### config.mk
export PLATFORM = sky130hd
export DESIGN_NAME = branch_resolver
export DESIGN_NICKNAME = d
export VERILOG_FILES = /design/src/rtl/branch_resolver_pkg.sv /design/src/rtl/branch_resolver_cmp.sv /design/src/rtl/branch_resolver.sv
export SDC_FILE = /design/constraint.sdc
export NUM_CORES = 1
export LEC_CHECK = 0
export CAP_MARGIN = 0
export CELL_PAD_IN_SITES_DETAIL_PLACEMENT = 1
export CELL_PAD_IN_SITES_GLOBAL_PLACEMENT = 1
export CORE_ASPECT_RATIO = 0.75
export CORE_MARGIN = 2
export CORE_UTILIZATION = 35
export CTS_CLUSTER_DIAMETER = 150
export DETAILED_ROUTE_END_ITERATION = 6
export PLACE_DENSITY_LB_ADDON = 0.12
export SYNTH_ARGS = -nofsm -noshare
export SYNTH_HDL_FRONTEND = slang
export SYNTH_HIERARCHICAL = 1
export SYNTH_SLANG_ARGS = --single-unit
### constraint.sdc
create_clock -name clk -period 3.24 [get_ports clk]
set_clock_uncertainty 0.15 [all_clocks]
set_input_delay 0.648 -clock clk [delete_from_list [all_inputs] [get_ports clk]]
set_output_delay 0.648 -clock clk [all_outputs]
set_load 0.05 [all_outputs]
### src/rtl/branch_resolver_pkg.sv
// Shared encodings for the branch resolver: opcodes, branch fun3 codes and FSM states.
// A helper identifies the opcodes that stall fetch and need resolution here.
package branch_resolver_pkg;

  localparam logic [6:0] OP_BRANCH = 7'b1100011;
  localparam logic [6:0] OP_JAL    = 7'b1101111;
  localparam logic [6:0] OP_JALR   = 7'b1100111;
  localparam logic [6:0] OP_NOP    = 7'b0010011;

  localparam logic [2:0] F3_BEQ  = 3'b000;
  localparam logic [2:0] F3_BNE  = 3'b001;
  localparam logic [2:0] F3_BLT  = 3'b100;
  localparam logic [2:0] F3_BGE  = 3'b101;
  localparam logic [2:0] F3_BLTU = 3'b110;
  localparam logic [2:0] F3_BGEU = 3'b111;

  typedef enum logic [1:0] {
    ST_IDLE     = 2'b00,
    ST_WAIT_OPS = 2'b01,
    ST_RESOLVE  = 2'b10
  } state_t;

  function automatic logic is_ctrl_flow(input logic [6:0] op);
    return (op == OP_BRANCH) || (op == OP_JAL) || (op == OP_JALR);
  endfunction

endpackage

### src/rtl/branch_resolver_cmp.sv
// Branch condition evaluator: maps (fun3, a, b) to a taken condition and flags the
// reserved fun3 encodings 010/011 as illegal. Purely combinational.
module branch_cmp
  import branch_resolver_pkg::*;
#(
  parameter int XLEN = 32
) (
  input  logic [2:0]      fun3_i,
  input  logic [XLEN-1:0] a_i,
  input  logic [XLEN-1:0] b_i,
  output logic            cond_o,
  output logic            illegal_o
);

  // Condition select by fun3
  always_comb begin
    cond_o    = 1'b0;
    illegal_o = 1'b0;
    case (fun3_i)
      F3_BEQ:  cond_o = (a_i == b_i);
      F3_BNE:  cond_o = (a_i != b_i);
      F3_BLT:  cond_o = ($signed(a_i) <  $signed(b_i));
      F3_BGE:  cond_o = ($signed(a_i) >= $signed(b_i));
      F3_BLTU: cond_o = (a_i <  b_i);
      F3_BGEU: cond_o = (a_i >= b_i);
      default: begin
        cond_o    = 1'b0;
        illegal_o = 1'b1;
      end
    endcase
  end

endmodule

### src/rtl/branch_resolver.sv
// Resolves control-flow targets for a stalled fetch unit and produces the JAL/JALR link
// write-back. IDLE captures the instruction, WAIT_OPS latches operands, RESOLVE registers results.
module branch_resolver
  import branch_resolver_pkg::*;
#(
  parameter int XLEN    = 32,
  parameter int PC_STEP = 4
) (
  input  logic            clk,
  input  logic            rst_n,
  input  logic [6:0]      opcode,
  input  logic [2:0]      fun3,
  input  logic [4:0]      rd,
  input  logic [XLEN-1:0] imm,
  input  logic [XLEN-1:0] opc,
  input  logic [XLEN-1:0] rs1_val,
  input  logic [XLEN-1:0] rs2_val,
  input  logic            ops_valid,
  output logic [XLEN-1:0] npc,
  output logic            get_npc,
  output logic            link_we,
  output logic [4:0]      link_rd,
  output logic [XLEN-1:0] link_data,
  output logic            taken,
  output logic            misalign,
  output logic            illegal,
  output logic            busy
);

  localparam logic [XLEN-1:0] STEP = XLEN'(PC_STEP);

  state_t          state_q, state_d;
  logic [6:0]      opcode_q, opcode_d;
  logic [2:0]      fun3_q, fun3_d;
  logic [4:0]      rd_q, rd_d;
  logic [XLEN-1:0] imm_q, imm_d;
  logic [XLEN-1:0] opc_q, opc_d;
  logic [XLEN-1:0] rs1_q, rs1_d;
  logic [XLEN-1:0] rs2_q, rs2_d;

  logic [XLEN-1:0] npc_q, npc_d;
  logic            get_npc_q, get_npc_d;
  logic            link_we_q, link_we_d;
  logic [4:0]      link_rd_q, link_rd_d;
  logic [XLEN-1:0] link_data_q, link_data_d;
  logic            taken_q, taken_d;
  logic            misalign_q, misalign_d;
  logic            illegal_q, illegal_d;

  logic [XLEN-1:0] seq_pc_s, br_target_s, jalr_sum_s, jalr_target_s;
  logic            cmp_cond_s, cmp_illegal_s;

  // All adders wrap modulo 2^XLEN; JALR clears bit 0 of the sum.
  assign seq_pc_s      = opc_q + STEP;
  assign br_target_s   = opc_q + imm_q;
  assign jalr_sum_s    = rs1_q + imm_q;
  assign jalr_target_s = {jalr_sum_s[XLEN-1:1], 1'b0};

  branch_cmp #(.XLEN(XLEN)) u_cmp (
    .fun3_i    (fun3_q),
    .a_i       (rs1_q),
    .b_i       (rs2_q),
    .cond_o    (cmp_cond_s),
    .illegal_o (cmp_illegal_s)
  );

  // Next-state, capture and result computation
  always_comb begin
    state_d     = state_q;
    opcode_d    = opcode_q;
    fun3_d      = fun3_q;
    rd_d        = rd_q;
    imm_d       = imm_q;
    opc_d       = opc_q;
    rs1_d       = rs1_q;
    rs2_d       = rs2_q;
    npc_d       = npc_q;
    link_rd_d   = link_rd_q;
    link_data_d = link_data_q;
    get_npc_d   = 1'b0;
    link_we_d   = 1'b0;
    taken_d     = 1'b0;
    misalign_d  = 1'b0;
    illegal_d   = 1'b0;
    case (state_q)
      ST_IDLE: begin
        if (is_ctrl_flow(opcode)) begin
          opcode_d = opcode;
          fun3_d   = fun3;
          rd_d     = rd;
          imm_d    = imm;
          opc_d    = opc;
          state_d  = ST_WAIT_OPS;
        end else begin
          state_d  = ST_IDLE;
        end
      end
      ST_WAIT_OPS: begin
        if (ops_valid) begin
          rs1_d   = rs1_val;
          rs2_d   = rs2_val;
          state_d = ST_RESOLVE;
        end else begin
          state_d = ST_WAIT_OPS;
        end
      end
      ST_RESOLVE: begin
        state_d   = ST_IDLE;
        get_npc_d = 1'b1;
        case (opcode_q)
          OP_JAL, OP_JALR: begin
            npc_d       = (opcode_q == OP_JALR) ? jalr_target_s : br_target_s;
            taken_d     = 1'b1;
            link_we_d   = 1'b1;
            link_rd_d   = rd_q;
            link_data_d = seq_pc_s;
          end
          default: begin
            illegal_d = cmp_illegal_s;
            taken_d   = cmp_cond_s & ~cmp_illegal_s;
            if (taken_d) begin
              npc_d = br_target_s;
            end else begin
              npc_d = seq_pc_s;
            end
          end
        endcase
        misalign_d = taken_d & npc_d[1];
      end
      default: state_d = ST_IDLE;
    endcase
  end

  // State, capture and output registers with synchronous active-low reset
  always_ff @(posedge clk) begin
    if (!rst_n) begin
      state_q     <= ST_IDLE;
      opcode_q    <= 7'd0;
      fun3_q      <= 3'd0;
      rd_q        <= 5'd0;
      imm_q       <= '0;
      opc_q       <= '0;
      rs1_q       <= '0;
      rs2_q       <= '0;
      npc_q       <= '0;
      get_npc_q   <= 1'b0;
      link_we_q   <= 1'b0;
      link_rd_q   <= 5'd0;
      link_data_q <= '0;
      taken_q     <= 1'b0;
      misalign_q  <= 1'b0;
      illegal_q   <= 1'b0;
    end else begin
      state_q     <= state_d;
      opcode_q    <= opcode_d;
      fun3_q      <= fun3_d;
      rd_q        <= rd_d;
      imm_q       <= imm_d;
      opc_q       <= opc_d;
      rs1_q       <= rs1_d;
      rs2_q       <= rs2_d;
      npc_q       <= npc_d;
      get_npc_q   <= get_npc_d;
      link_we_q   <= link_we_d;
      link_rd_q   <= link_rd_d;
      link_data_q <= link_data_d;
      taken_q     <= taken_d;
      misalign_q  <= misalign_d;
      illegal_q   <= illegal_d;
    end
  end

  assign npc       = npc_q;
  assign get_npc   = get_npc_q;
  assign link_we   = link_we_q;
  assign link_rd   = link_rd_q;
  assign link_data = link_data_q;
  assign taken     = taken_q;
  assign misalign  = misalign_q;
  assign illegal   = illegal_q;
  assign busy      = (state_q != ST_IDLE);

endmodule

==> flow_summary.ini <==
[synthesis]
ys_warn_count = 6
syn_nets = 1912
synthDistinctLibCells = 83
synth_seq_area_share_pct = 33.2
async_reset_ff_share_pct = 0
synth_edf_count = 0
netlist_instances = 1670
ys.flop_type = dfxtp_1
ys_ff_latch = 219
syn-cell-area_um2 = 13200
avgSynthCellArea_um2 = 7.92

[setup_path]
r2r_cells = 17
crit_path_start_kind = register
worstPathRequired_ps = 3530
reg2reg_to = npc[26]
crit-reg2reg-launch = rs2_q[6]
path_common_cell = nor2_4
critPathMaxFanout = 7
worstSetupPathType = reg -> reg
crit_chain = inv_1 -> ha_1 -> nand4_1 -> nor4_2 -> buf_4 -> a211oi_1 -> a311oi_1 -> a211o_2 -> nor3_4 -> nor2b_4 -> nor2_4 -> nor2_4 -> buf_6 -> a21oi_1 -> o21ai_2 -> a221oi_2 -> nor2_1
slowest_stage = nor4_2
max_stage_delay_ps = 360
crit_arrival_ps = 3530
cp-end-kind = register
rrSetupSlack_ps = 0.8

[floorplanning]
design.portCount = 221
die_w_um = 228
dieArea_um2 = 39400
die_h_um = 172
fp.coreArea_um2 = 37200
row_count = 61
start_util_pct = 35.6

[hold_path]
hold_class = reg -> reg
min_to = rs2_q[14]
whs_path_depth = 2
min_from = rs2_q[14]

[final_layout]
stdcell_count = 2464
drive_gt1_share_pct = 12.5
area_delta_synth_final_pct = 35.5
fin_area_um2 = 17900
nets = 2180
fillCellCount = 4440

[pwr]
power_frac_comb_pct = 11.6
p_leak_nw = 7.25
clockPowerShare_pct = 46.3
power_density_nw_per_um2 = 361
p_sw_mw = 1.61
p_int_mw = 4.86
seq_power_share_pct = 42.1
peakVddDrop_mv = 0.408
switching_share_pct = 24.9
total_power_mw = 6.47

[placement]
place_area_um2 = 16600
dp.cells = 2407
numPortBuffers = 220
dp_hpwl_mm = 37.9
gp_congestion = 0.877

[global_routing]
grt_overflow = 0
gr-usage-all-layers_pct = 24.7
antenna_found_initial = 2
grt_pass1_vias = 13100
grt_max_degree = 215
grt_pass1_wl_mm = 75.8

[sta]
whs_ps = 319
worstMarginPinSlew_ps = 972
period_share_pct = 100
slew_violations = 0
finalSetupTns_ps = 0
hold_viol_final = 0
setup_violations = 0
grt_setup_unrepaired = true
relSlewSlack_pct = 35.2
min_period_ps = 3240
fmax_ghz = 0.309

[cts]
cts_buffers = 26
htreeDepth = 1
cts_tree = yes
cts.path.max_buffers = 3
clk_transition_reported_paths_ps = 60
cts_sinks = 219
clock_latency_ps = 560
cts-root-buf = clkbuf_16

[flow_run]
timing.max_cap.violations = 0

[routing]
vias_per_cell = 5.29
vias = 13000
remaining_drc_errors = 0
drt_iter0_markers = 636
drt_pre_antenna_iters = 5
post_drt_wl_per_cell_um = 20.2
totalWireLength_mm = 49.9
antenna_left = 0

[outcome]
outcome = completed
## timing repair
item                       CTS  global route
buffers inserted             2             5
hold buffers                 0             0
cloned                       0             1
gates resized for setup      6            85
pin swaps                    5            36
setup endpoints to repair   14            30
## routing by layer
layer	wire length (µm)	part of all wire, %	track usage [%]
met2	23100	46	41.7
met4	1510	3.0	7.39
met3	1920	3.8	3.69
met1	23400	47	32.6
met5	0	0	0
## placed cells by master (no fill, tap or decap), types with 10 or more instances in the layout
master           count
nand4_1             23
dfxtp_1            214
xor2_1              38
o21bai_1            12
nor3b_1             10
nor2_1              71
nand2_1            399
buf_12              10
ha_1                92
and3_1              18
o21a_1              10
o21ai_0             45
a21oi_1             97
nand3_1             38
clkdlybuf4s50_1    219
o211a_1             24
xnor2_1             47
o21ai_1             15
a21boi_0           149
clkbuf_16           27
a21o_1              29
buf_4               94
inv_1               50
## power by group through the flow
stage          clock network [mW]  registers (mW)  logic [mW]
6_report                     2.99            2.73       0.752
3_3_place_gp                    0            2.79       0.608
4_1_cts                      3.08            2.73       0.629
3_5_place_dp                    0            2.79       0.613
2_1_floorplan                   0            2.78       0.243
5_1_grt                      3.20            2.73       0.796
## Yosys cell counts, drive strengths merged, types with 13 or more instances
library cell	n	share of area (%)
nand3	39	1.5
clkbuf	81	2.3
ha	94	8.9
xnor2	47	3.1
inv	51	1.4
nand4	25	1.3
a21oi	104	4.0
nor3	14	0.68
o21ai	65	2.5
xor2	38	2.5
nand2	402	11
and3	19	0.91
a221oi	15	1.2
nor2	77	2.2
dfxtp	219	33
a21boi	152	8.6
a21o	29	1.6
o211a	24	1.8
o21bai	13	0.82
## registers in the layout, indices dropped and copies added, names as in the netlist
| name | count |
|---|---|
| imm_q | 32 |
| opc_q | 32 |
| get_npc | 1 |
| taken | 1 |
| opcode_q | 7 |
| fun3_q | 3 |
| misalign | 1 |
| rd_q | 5 |
| state_q | 2 |
| rs1_q | 32 |
| npc | 32 |
| link_data | 32 |
| rs2_q | 32 |
| illegal | 1 |
| link_we | 1 |
| link_rd | 5 |
## worst max path at each step
stage / to / depth (start not counted) / slack [ps] / start
6_report: npc[26] / 17 / 0.8 / rs2_q[6]
5_1_grt: npc[29] / 16 / -160 / rs2_q[27]
4_1_cts: npc[23] / 13 / -10 / rs2_q[1]
3_5_place_dp: npc[10] / 15 / -100 / rs2_q[27]
3_3_place_gp: npc[23] / 13 / 0.6 / rs2_q[1]
2_1_floorplan: npc[25] / 13 / 20 / rs1_q[1]
## worst max-delay path: cells and delay by family (launching register included)
kind	cells	cell delay, ps
buffers and inverters	3	380
flip-flops	1	330
AO/OA/AOI/OAI	6	880
AND/OR/NAND/NOR	7	1050
adder cells (fa/ha/maj)	1	310
## through the flow
step / utilization, % / worst slack [ps]
after floorplan: - / 22.0
after detailed placement: 44.7 / -95.1
after CTS: 47.1 / -11.9
after global routing: 48.2 / -159
after global placement: 44.7 / 0.619
final: 48.2 / 0.762
## layout make-up
class	count	area, µm²	share of cell area (%)
inverter	51	191	1.07
antenna	2	5.00	0.0279
sequential	219	4390	24.5
multi-input combinational	1307	8630	48.1
timing repair buffer	333	3210	17.9
clock buffer	42	802	4.47
clock inverter	6	61.3	0.342
tap	504	631	3.52
## cell families (layout without fill, tap and decap cells)
kind of cell / Yosys count / after routing / synth area share [%]
compound gates: 488 / 488 / 26.2
xor+xnor: 85 / 85 / 5.63
fa+ha+maj: 96 / 96 / 9.20
buf+inv: 144 / 432 / 4.14
flops: 219 / 219 / 33.2
mux: 5 / 5 / 0.378
other cells: 0 / 2 / 0
simple gates: 633 / 633 / 21.3
No activity file was read; power rests on OpenSTA's default activity.
